--- src/rtl/id_ex_stage_pkg.sv ---
// Shared encodings for the ID/EX stage: ALU classes, opcodes and the control-bundle layout.
// The control bundle is ordered MSB first: reg_dst .. ext_op, then alu_op in the low two bits.
package id_ex_stage_pkg;

   typedef enum logic [1:0] {
      ALUOP_RTYPE = 2'b00,
      ALUOP_OR    = 2'b01,
      ALUOP_ADD   = 2'b10,
      ALUOP_SUB   = 2'b11
   } alu_op_e;

   localparam logic [5:0] OP_RTYPE = 6'b000000;
   localparam logic [5:0] OP_ORI   = 6'b001101;
   localparam logic [5:0] OP_LW    = 6'b100011;
   localparam logic [5:0] OP_SW    = 6'b101011;
   localparam logic [5:0] OP_BEQ   = 6'b000100;
   localparam logic [5:0] OP_J     = 6'b000010;

   typedef struct packed {
      logic    reg_dst;
      logic    alu_src;
      logic    mem_to_reg;
      logic    reg_write;
      logic    mem_write;
      logic    branch;
      logic    jump;
      logic    ext_op;
      alu_op_e alu_op;
   } ctrl_t;

   localparam ctrl_t CTRL_BUBBLE = '0;

   // An empty ID slot must never carry live control bits into EX.
   function automatic ctrl_t gate_ctrl(input ctrl_t c, input logic valid);
      return valid ? c : CTRL_BUBBLE;
   endfunction

endpackage

--- src/rtl/load_use_detect.sv ---
// Combinational load-use detector: a load in EX whose destination is read by the ID instruction.
module load_use_detect
   import id_ex_stage_pkg::*;
#(
   parameter int unsigned RA_W = 5
) (
   input  logic            id_valid,
   input  logic            id_jump,
   input  logic            id_reg_dst,
   input  logic            id_mem_write,
   input  logic            id_branch,
   input  logic [RA_W-1:0] id_rs,
   input  logic [RA_W-1:0] id_rt,
   input  logic            ex_valid,
   input  logic            ex_mem_to_reg,
   input  logic            ex_reg_write,
   input  logic [RA_W-1:0] ex_rt,
   output logic            hazard
);

   logic uses_rs;
   logic uses_rt;
   logic ex_is_load;

   assign uses_rs = ~id_jump;
   // Only R-type, sw and beq read rt as a source; ori and lw write it.
   assign uses_rt = id_reg_dst | id_mem_write | id_branch;

   assign ex_is_load = ex_valid & ex_mem_to_reg & ex_reg_write & (ex_rt != '0);

   assign hazard = id_valid & ex_is_load &
                   ((uses_rs & (ex_rt == id_rs)) | (uses_rt & (ex_rt == id_rt)));

endmodule

--- src/rtl/id_ex_stage.sv ---
// ID/EX pipeline register with load-use stall, branch/jump squash and saturating
// stall/flush performance counters.
module id_ex_stage
   import id_ex_stage_pkg::*;
#(
   parameter int unsigned DATA_W = 32,
   parameter int unsigned RA_W   = 5,
   parameter int unsigned CNT_W  = 16
) (
   input  logic              clk,
   input  logic              rst,
   input  logic              id_valid,
   input  logic              id_reg_dst,
   input  logic              id_alu_src,
   input  logic              id_mem_to_reg,
   input  logic              id_reg_write,
   input  logic              id_mem_write,
   input  logic              id_branch,
   input  logic              id_jump,
   input  logic              id_ext_op,
   input  logic [1:0]        id_alu_op,
   input  logic [DATA_W-1:0] id_pc4,
   input  logic [DATA_W-1:0] id_rs_data,
   input  logic [DATA_W-1:0] id_rt_data,
   input  logic [DATA_W-1:0] id_imm,
   input  logic [RA_W-1:0]   id_rs,
   input  logic [RA_W-1:0]   id_rt,
   input  logic [RA_W-1:0]   id_rd,
   input  logic [5:0]        id_funct,
   input  logic              ex_flush,
   output logic              ex_valid,
   output logic              ex_reg_dst,
   output logic              ex_alu_src,
   output logic              ex_mem_to_reg,
   output logic              ex_reg_write,
   output logic              ex_mem_write,
   output logic              ex_branch,
   output logic              ex_jump,
   output logic              ex_ext_op,
   output logic [1:0]        ex_alu_op,
   output logic [DATA_W-1:0] ex_pc4,
   output logic [DATA_W-1:0] ex_rs_data,
   output logic [DATA_W-1:0] ex_rt_data,
   output logic [DATA_W-1:0] ex_imm,
   output logic [RA_W-1:0]   ex_rs,
   output logic [RA_W-1:0]   ex_rt,
   output logic [RA_W-1:0]   ex_rd,
   output logic [5:0]        ex_funct,
   output logic              stall,
   output logic [CNT_W-1:0]  stall_cnt,
   output logic [CNT_W-1:0]  flush_cnt
);

   ctrl_t id_ctrl;
   ctrl_t ex_ctrl;
   logic  hazard;

   assign id_ctrl = '{
      reg_dst:    id_reg_dst,
      alu_src:    id_alu_src,
      mem_to_reg: id_mem_to_reg,
      reg_write:  id_reg_write,
      mem_write:  id_mem_write,
      branch:     id_branch,
      jump:       id_jump,
      ext_op:     id_ext_op,
      alu_op:     alu_op_e'(id_alu_op)
   };

   load_use_detect #(
      .RA_W (RA_W)
   ) u_load_use_detect (
      .id_valid      (id_valid),
      .id_jump       (id_jump),
      .id_reg_dst    (id_reg_dst),
      .id_mem_write  (id_mem_write),
      .id_branch     (id_branch),
      .id_rs         (id_rs),
      .id_rt         (id_rt),
      .ex_valid      (ex_valid),
      .ex_mem_to_reg (ex_ctrl.mem_to_reg),
      .ex_reg_write  (ex_ctrl.reg_write),
      .ex_rt         (ex_rt),
      .hazard        (hazard)
   );

   // A flush squashes the ID instruction anyway, so it overrides the stall.
   assign stall = hazard & ~ex_flush;

   always_ff @(posedge clk or posedge rst) begin
      if (rst) begin
         ex_valid   <= 1'b0;
         ex_ctrl    <= CTRL_BUBBLE;
         ex_pc4     <= '0;
         ex_rs_data <= '0;
         ex_rt_data <= '0;
         ex_imm     <= '0;
         ex_rs      <= '0;
         ex_rt      <= '0;
         ex_rd      <= '0;
         ex_funct   <= '0;
      end else if (ex_flush || hazard) begin
         ex_valid <= 1'b0;
         ex_ctrl  <= CTRL_BUBBLE;
      end else begin
         ex_valid   <= id_valid;
         ex_ctrl    <= gate_ctrl(id_ctrl, id_valid);
         ex_pc4     <= id_pc4;
         ex_rs_data <= id_rs_data;
         ex_rt_data <= id_rt_data;
         ex_imm     <= id_imm;
         ex_rs      <= id_rs;
         ex_rt      <= id_rt;
         ex_rd      <= id_rd;
         ex_funct   <= id_funct;
      end
   end

   always_ff @(posedge clk or posedge rst) begin
      if (rst) begin
         stall_cnt <= '0;
         flush_cnt <= '0;
      end else begin
         if (stall && (stall_cnt != '1)) begin
            stall_cnt <= stall_cnt + CNT_W'(1);
         end
         if (ex_flush && id_valid && (flush_cnt != '1)) begin
            flush_cnt <= flush_cnt + CNT_W'(1);
         end
      end
   end

   assign ex_reg_dst    = ex_ctrl.reg_dst;
   assign ex_alu_src    = ex_ctrl.alu_src;
   assign ex_mem_to_reg = ex_ctrl.mem_to_reg;
   assign ex_reg_write  = ex_ctrl.reg_write;
   assign ex_mem_write  = ex_ctrl.mem_write;
   assign ex_branch     = ex_ctrl.branch;
   assign ex_jump       = ex_ctrl.jump;
   assign ex_ext_op     = ex_ctrl.ext_op;
   assign ex_alu_op     = ex_ctrl.alu_op;

endmodule

--- config.mk ---
export PLATFORM = sky130hd
export DESIGN_NAME = id_ex_stage
export DESIGN_NICKNAME = d
export VERILOG_FILES = /design/src/rtl/id_ex_stage_pkg.sv /design/src/rtl/load_use_detect.sv /design/src/rtl/id_ex_stage.sv
export SDC_FILE = /design/constraint.sdc
export NUM_CORES = 1
export LEC_CHECK = 0
export CAP_MARGIN = 20
export CORE_ASPECT_RATIO = 1.2
export CORE_MARGIN = 2
export CORE_UTILIZATION = 42
export CTS_CLUSTER_SIZE = 14
export DETAILED_ROUTE_END_ITERATION = 8
export GPL_ROUTABILITY_DRIVEN = 1
export PLACE_DENSITY = 0.83
export RECOVER_POWER = 100
export SLEW_MARGIN = 20
export SYNTH_ARGS = -nofsm -noshare
export SYNTH_HDL_FRONTEND = slang
export SYNTH_SLANG_ARGS = --single-unit
--- constraint.sdc ---
create_clock -name clk -period 6.4 [get_ports clk]
set_clock_uncertainty 0.05 [all_clocks]
set_input_delay 0.64 -clock clk [delete_from_list [all_inputs] [get_ports clk]]
set_output_delay 0.64 -clock clk [all_outputs]
set_load 0.1 [all_outputs]
### Yosys cells after proc, flatten, opt, wreduce, memory -nomap -nowiden

Index checks and enable logic that the tools add are counted.

* flip-flop bits (word level): 192
* output and inout bits: 193
* input port bits: 163
* word-level logic and storage cells: 47

* multiplexer cells: 3
* add/subtract/negate cells: 2
* bitwise logic cells: 13
* equality and inequality tests: 4
* reduce and logical (&&, ||, !) cells: 5

Operator list (count)
* 16-bit by 1-bit adder with 16-bit output, second input constant: 2
* 16-bit != test, second input constant: 2
* 10-bit 2-to-1 mux: 2
* 5-bit equality test: 2
* 1-bit AND: 8
* 5-bit nonzero test: 1
* 1-bit logical AND: 3
* 1-bit OR: 3
* 1-bit NOT: 2
* 1-bit logical OR: 1
* 1-bit 2-to-1 mux: 1

### Depth between registers and ports, before layout

* depth in word-level cells: 7
* gate-level depth with buffers: 8
* depth with buffers taken out: 6

### Hierarchy

From an unflattened synthesis, not the netlist that was laid out.

* cell total of the unflattened synthesis: 508
* area, all modules: 7637.3 um^2

Modules (own cells, without submodules)
* id_ex_stage: area each 7492.2 um^2, times used 1, seq. area each 4804.6 um^2, cells an instance 490
* load_use_detect: area each 145.1 um^2, times used 1, seq. area each 0.0 um^2, cells an instance 18

### Worst setup path before layout

No wires, ideal clock.

* path type: flip-flop to output port
* start point: register ex_rt[4]
* end point: output port stall
* data arrival time: 3.778 ns
* slack: 1.932 ns
* stages on the path, launching flop included: 5
* data required time: 5.710 ns
* buffers on the path: 0
* cell sequence: dfrtp_1 > xor2_1 > nor4_2 > a32oi_1 > nor3_1

* longest elaborated chain between the ends: 5
* elaborated cells between the ends (all ways): 10
* those cells by class: eq/ne: 2; bitwise: 7; reduce/logical: 1

Ends and longest elaborated chain
* start: declaration: line id_ex_stage.sv:46 `output logic [RA_W-1:0] ex_rt,`
* start signal: assignment: line id_ex_stage.sv:113 `ex_rt <= id_rt;`
* 5-bit equality test / 5-bit nonzero test (equally long branches): line load_use_detect.sv:32, load_use_detect.sv:29
* 1-bit AND, on equally long branches: line load_use_detect.sv:32, load_use_detect.sv:29
* 1-bit OR / 1-bit AND (equally long branches): line load_use_detect.sv:32, load_use_detect.sv:31
* 1-bit AND *: line load_use_detect.sv:31 `assign hazard = id_valid & ex_is_load &`
* 1-bit AND *: line id_ex_stage.sv:88 `assign stall = hazard & ~ex_flush;`
* end: declaration: line id_ex_stage.sv:49 `output logic stall,`

Every way passes the cells marked *; elsewhere a longest branch is shown, timed or not.

### Worst setup path in the final report

* start point: input port id_reg_dst
* end point: register ex_pc4[16]

* longest elaborated chain between the ends: 6

Ends and longest elaborated chain
* start: declaration: line id_ex_stage.sv:13 `input logic id_reg_dst,`
* 1-bit OR (2 in a row): line load_use_detect.sv:27 `assign uses_rt = id_reg_dst | id_mem_write | id_branch;`
* 1-bit AND: line load_use_detect.sv:32 `((uses_rs & (ex_rt == id_rs)) | (uses_rt & (ex_rt == id_rt)));`
* 1-bit OR: line load_use_detect.sv:32
* 1-bit AND: line load_use_detect.sv:31
* 1-bit logical OR: line id_ex_stage.sv:102 `end else if (ex_flush || hazard) begin`
* end signal: assignment: line id_ex_stage.sv:108 `ex_pc4 <= id_pc4;`
* end: declaration: line id_ex_stage.sv:41 `output logic [DATA_W-1:0] ex_pc4,`

No other way between the ends.
A chain may end at the register's enable or synchronous reset.

==> results.py <==
metrics = {
    "critical_path": {
        "rr_startpoint": "ex_rt[2]",
        "regToRegSetupSlack_ns": 2.07,
        "critPathRequiredTime_ns": 6.64,
        "critical_path_class": "input port to flop",
        "critPathMaxFanout": 58,
        "startpoint_type": "input port",
        "timing.reg2reg.worst_path_depth": 6,
        "endpoint_kind": "flop",
        "reg2reg_to": "ex_pc4[16]",
        "arrival_ns": 5.18,
    },
    "floorplan": {
        "design.die.area_um2": 20470,
        "fp-row-count": 55,
        "dieWidth_um": 130.9,
        "floorplan.io_pins": 356,
        "chipHeight_um": 156.3,
        "fp.coreArea_um2": 18920,
        "starting_density_of_the_core_pct": 42.91,
    },
    "run": {
        "drv_cap": 3,
    },
    "power": {
        "combinationalPowerShare_pct": 36.8,
        "worst_vdd_rail_ir_drop_mv": 0.1960,
        "p_per_area_nw_per_um2": 323.0,
        "share_clk_of_total_power_pct": 26.6,
        "p_leak_uw": 0.005076,
        "p_sw_uw": 1644,
        "swShare_pct": 42.70,
        "internal_power_contribution_uw": 2206,
        "seqPwrFrac_pct": 36.7,
    },
    "detailed_routing": {
        "num_vias": 5441,
        "detail_route.drc_violations": 0,
        "detailedRoute.firstPassIterationCount": 4,
        "route.detailed.wl_per_inst_um": 17.77,
        "drt-vias-per-instance": 4.811,
        "routed_wl_um": 20090,
        "detailedRoute.firstIterationViolations": 276,
        "detail-route-antenna-nets": 0,
    },
    "finish": {
        "final_design_area_no_fill_um2": 11920,
        "flow.area_growth_from_synthesis_pct": 46.78,
        "antenna_diode_count": 0,
        "post-route-util_pct": 62.98,
        "mostFrequentLayoutCell": "sky130_fd_sc_hd__dlygate4sd3_1",
        "stdcell_count": 1131,
        "fillCellCount": 1497,
        "finish.net_count": 1027,
        "share_of_cells_above_drive_strength_1_pct": 10.06,
        "final_cell_mix": "197 x sky130_fd_sc_hd__dlygate4sd3_1, 192 x sky130_fd_sc_hd__dfrtp_1, 158 x sky130_fd_sc_hd__clkdlybuf4s50_1",
    },
    "timing": {
        "worst_slew_pin_slew_ns": 3.196,
        "layout_setup_ws_ns": 1.462,
        "drv_slew": 285,
        "fin_crit_sh_pct": 77.16,
        "relSlewSlack_pct": -113.1,
        "rsz0062_at_grt": "false",
        "max_clock_freq_mhz": 202.5,
        "setup_tns_ns": 0,
        "final-hold-violation-count": 0,
        "report.final.setup_viol": 0,
        "layout_min_cycle_time_ns": 4.938,
    },
    "global_routing": {
        "maximum_number_of_pins_on_one_net_before_global_route_repair": 134,
        "grt_antenna_before_repair": 0,
        "global_route.overflow_total": 0,
        "grt_pass1_wl_um": 31260,
        "first_global_vias": 5629,
        "grt_use_total_pct": 19.99,
    },
    "cts": {
        "cts_num_sinks": 192,
        "cts_resized": 0,
        "clkSlewWorstSetupHoldPaths_ns": 0.07,
        "post-cts-setup-buffers": 0,
        "cell_at_the_root_of_the_clock_tree": "sky130_fd_sc_hd__clkbuf_16",
        "cts.hold.buffers_added": 0,
        "cts_made_buffers": 17,
        "htree_num_levels": 4,
        "ctsLongestPathBuffers": 2,
        "clkLatencyLatePin_ns": 0.42,
        "tritoncts_clock_tree": "yes",
    },
    "synth": {
        "yosysWarningCount": 0,
        "yosys_most_used_dff": "sky130_fd_sc_hd__dfrtp_1",
        "syn-instance-count": 505,
        "synth_edf_count": 0,
        "synth-async-reset-ratio_pct": 100.0,
        "synth_fp_nets": 670,
        "synth.avg_cell_area_um2": 16.08,
        "area_of_the_mapped_netlist_um2": 8120,
        "netlist-cell-type-count": 35,
        "synth_seq_area_share_pct": 59.17,
        "yosys_register_bits": 192,
    },
    "min_path": {
        "endpoint_with_the_worst_hold_slack": "ex_rt_data[11]",
        "worst_hold_path_type": "flop to flop",
        "hold_depth": 1,
        "timing.hold.worst.start": "ex_rt_data[11]",
    },
    "place": {
        "portBuffers": 355,
        "placed_cell_area_um2": 11750,
        "gp_congestion": 0.8289,
        "placed_cells": 1099,
        "preCtsSetupSlack_ns": 2.389,
        "dp.final_hpwl_um": 15250,
    },
    "status": {
        "status": "finished with violations",
        "violated_checks": "capacitance limit, slew limit",
    },
}
==> logic make-up after synthesis <==
family	synth area share, %
DFF	59.17
AOI/OAI and AO/OA	1.510
muxes	25.56
and+or+nand+nor	5.778
buffers and inverters	3.683
adders and majority gates	0.3081
xor gates and xnor gates	3.991
==> worst max path at each step <==
| stage | startpoint | to | cells past startpoint |
|---|---|---|---|
| after CTS | id_reg_dst | stall | 6 |
| after floorplan | rst | ex_alu_op[0] | 1 |
| after global placement | id_reg_dst | stall | 6 |
| after global routing | id_reg_dst | ex_pc4[27] | 7 |
| after detailed placement | id_reg_dst | stall | 6 |
| final | id_reg_dst | ex_pc4[16] | 7 |
==> critical path, cell delays in order <==
cell and delay [ns]:
sky130_fd_sc_hd__dlygate4sd3_1 0.55, sky130_fd_sc_hd__nor3_1 0.43, sky130_fd_sc_hd__nor2_1 0.14, sky130_fd_sc_hd__a32o_1 0.41
sky130_fd_sc_hd__a21oi_4 0.19, sky130_fd_sc_hd__clkbuf_1 2.26, sky130_fd_sc_hd__mux2_2 0.49
==> power by group through the flow <==
stage / Sequential, µW / Clock [µW] / Combinational, µW
2_1_floorplan: 2320 / 0 / 246
3_5_place_dp: 1440 / 0 / 1530
5_1_grt: 1430 / 1100 / 1460
4_1_cts: 1420 / 1050 / 1530
6_report: 1410 / 1020 / 1420
3_3_place_gp: 1440 / 0 / 1520
==> final cells by class <==
class / count / area (µm²) / share of cell area, %
sequential: 192 / 4805 / 40.31
timing repair buffer: 358 / 3567 / 29.93
multi-input combinational: 290 / 2643 / 22.17
clock buffer: 20 / 456.7 / 3.832
tap: 256 / 320.3 / 2.687
clock inverter: 12 / 112.6 / 0.9448
inverter: 3 / 15.01 / 0.1260
==> Yosys cell counts (2+ instances only) <==
| cell type | instances | area, µm² |
|---|---|---|
| sky130_fd_sc_hd__nor4_1 | 8 | 50.05 |
| sky130_fd_sc_hd__ha_1 | 2 | 25.02 |
| sky130_fd_sc_hd__nor3_1 | 7 | 35.03 |
| sky130_fd_sc_hd__buf_4 | 3 | 22.52 |
| sky130_fd_sc_hd__mux2_2 | 51 | 574.3 |
| sky130_fd_sc_hd__nand4b_1 | 2 | 17.52 |
| sky130_fd_sc_hd__nand2_1 | 8 | 30.03 |
| sky130_fd_sc_hd__nor2_1 | 9 | 33.78 |
| sky130_fd_sc_hd__buf_12 | 11 | 220.2 |
| sky130_fd_sc_hd__and3_1 | 4 | 25.02 |
| sky130_fd_sc_hd__nand2b_1 | 4 | 25.02 |
| sky130_fd_sc_hd__nand3_1 | 21 | 105.1 |
| sky130_fd_sc_hd__mux2_4 | 100 | 1501 |
| sky130_fd_sc_hd__xor2_1 | 19 | 166.4 |
| sky130_fd_sc_hd__clkbuf_1 | 3 | 11.26 |
| sky130_fd_sc_hd__a21oi_1 | 3 | 15.01 |
| sky130_fd_sc_hd__buf_6 | 3 | 33.78 |
| sky130_fd_sc_hd__and2_1 | 10 | 62.56 |
| sky130_fd_sc_hd__nor4b_1 | 3 | 26.28 |
| sky130_fd_sc_hd__xnor2_1 | 18 | 157.7 |
| sky130_fd_sc_hd__a21o_1 | 2 | 15.01 |
| sky130_fd_sc_hd__dfrtp_1 | 192 | 4805 |
| sky130_fd_sc_hd__inv_1 | 3 | 11.26 |
| sky130_fd_sc_hd__a31oi_1 | 4 | 25.02 |
| sky130_fd_sc_hd__nand4_1 | 5 | 31.28 |
==> per-stage QoR <==
step / hold slack, ns / power, µW
detailed placement: 0.4408 / 2970
CTS: 0.4578 / 4004
global route: 0.4496 / 3992
global placement: 0.4248 / 2954
finish: 0.4304 / 3849
floorplan: 0.7186 / 2563
==> routing by layer <==
layer	track usage, %	wire, µm	part of all wire [%]
met5	0	0	0
met4	7.801	666	3.3
met3	6.496	1802	9.0
met2	32.81	10070	50
met1	24.41	7556	38
Power figures use the tool's default switching activity.
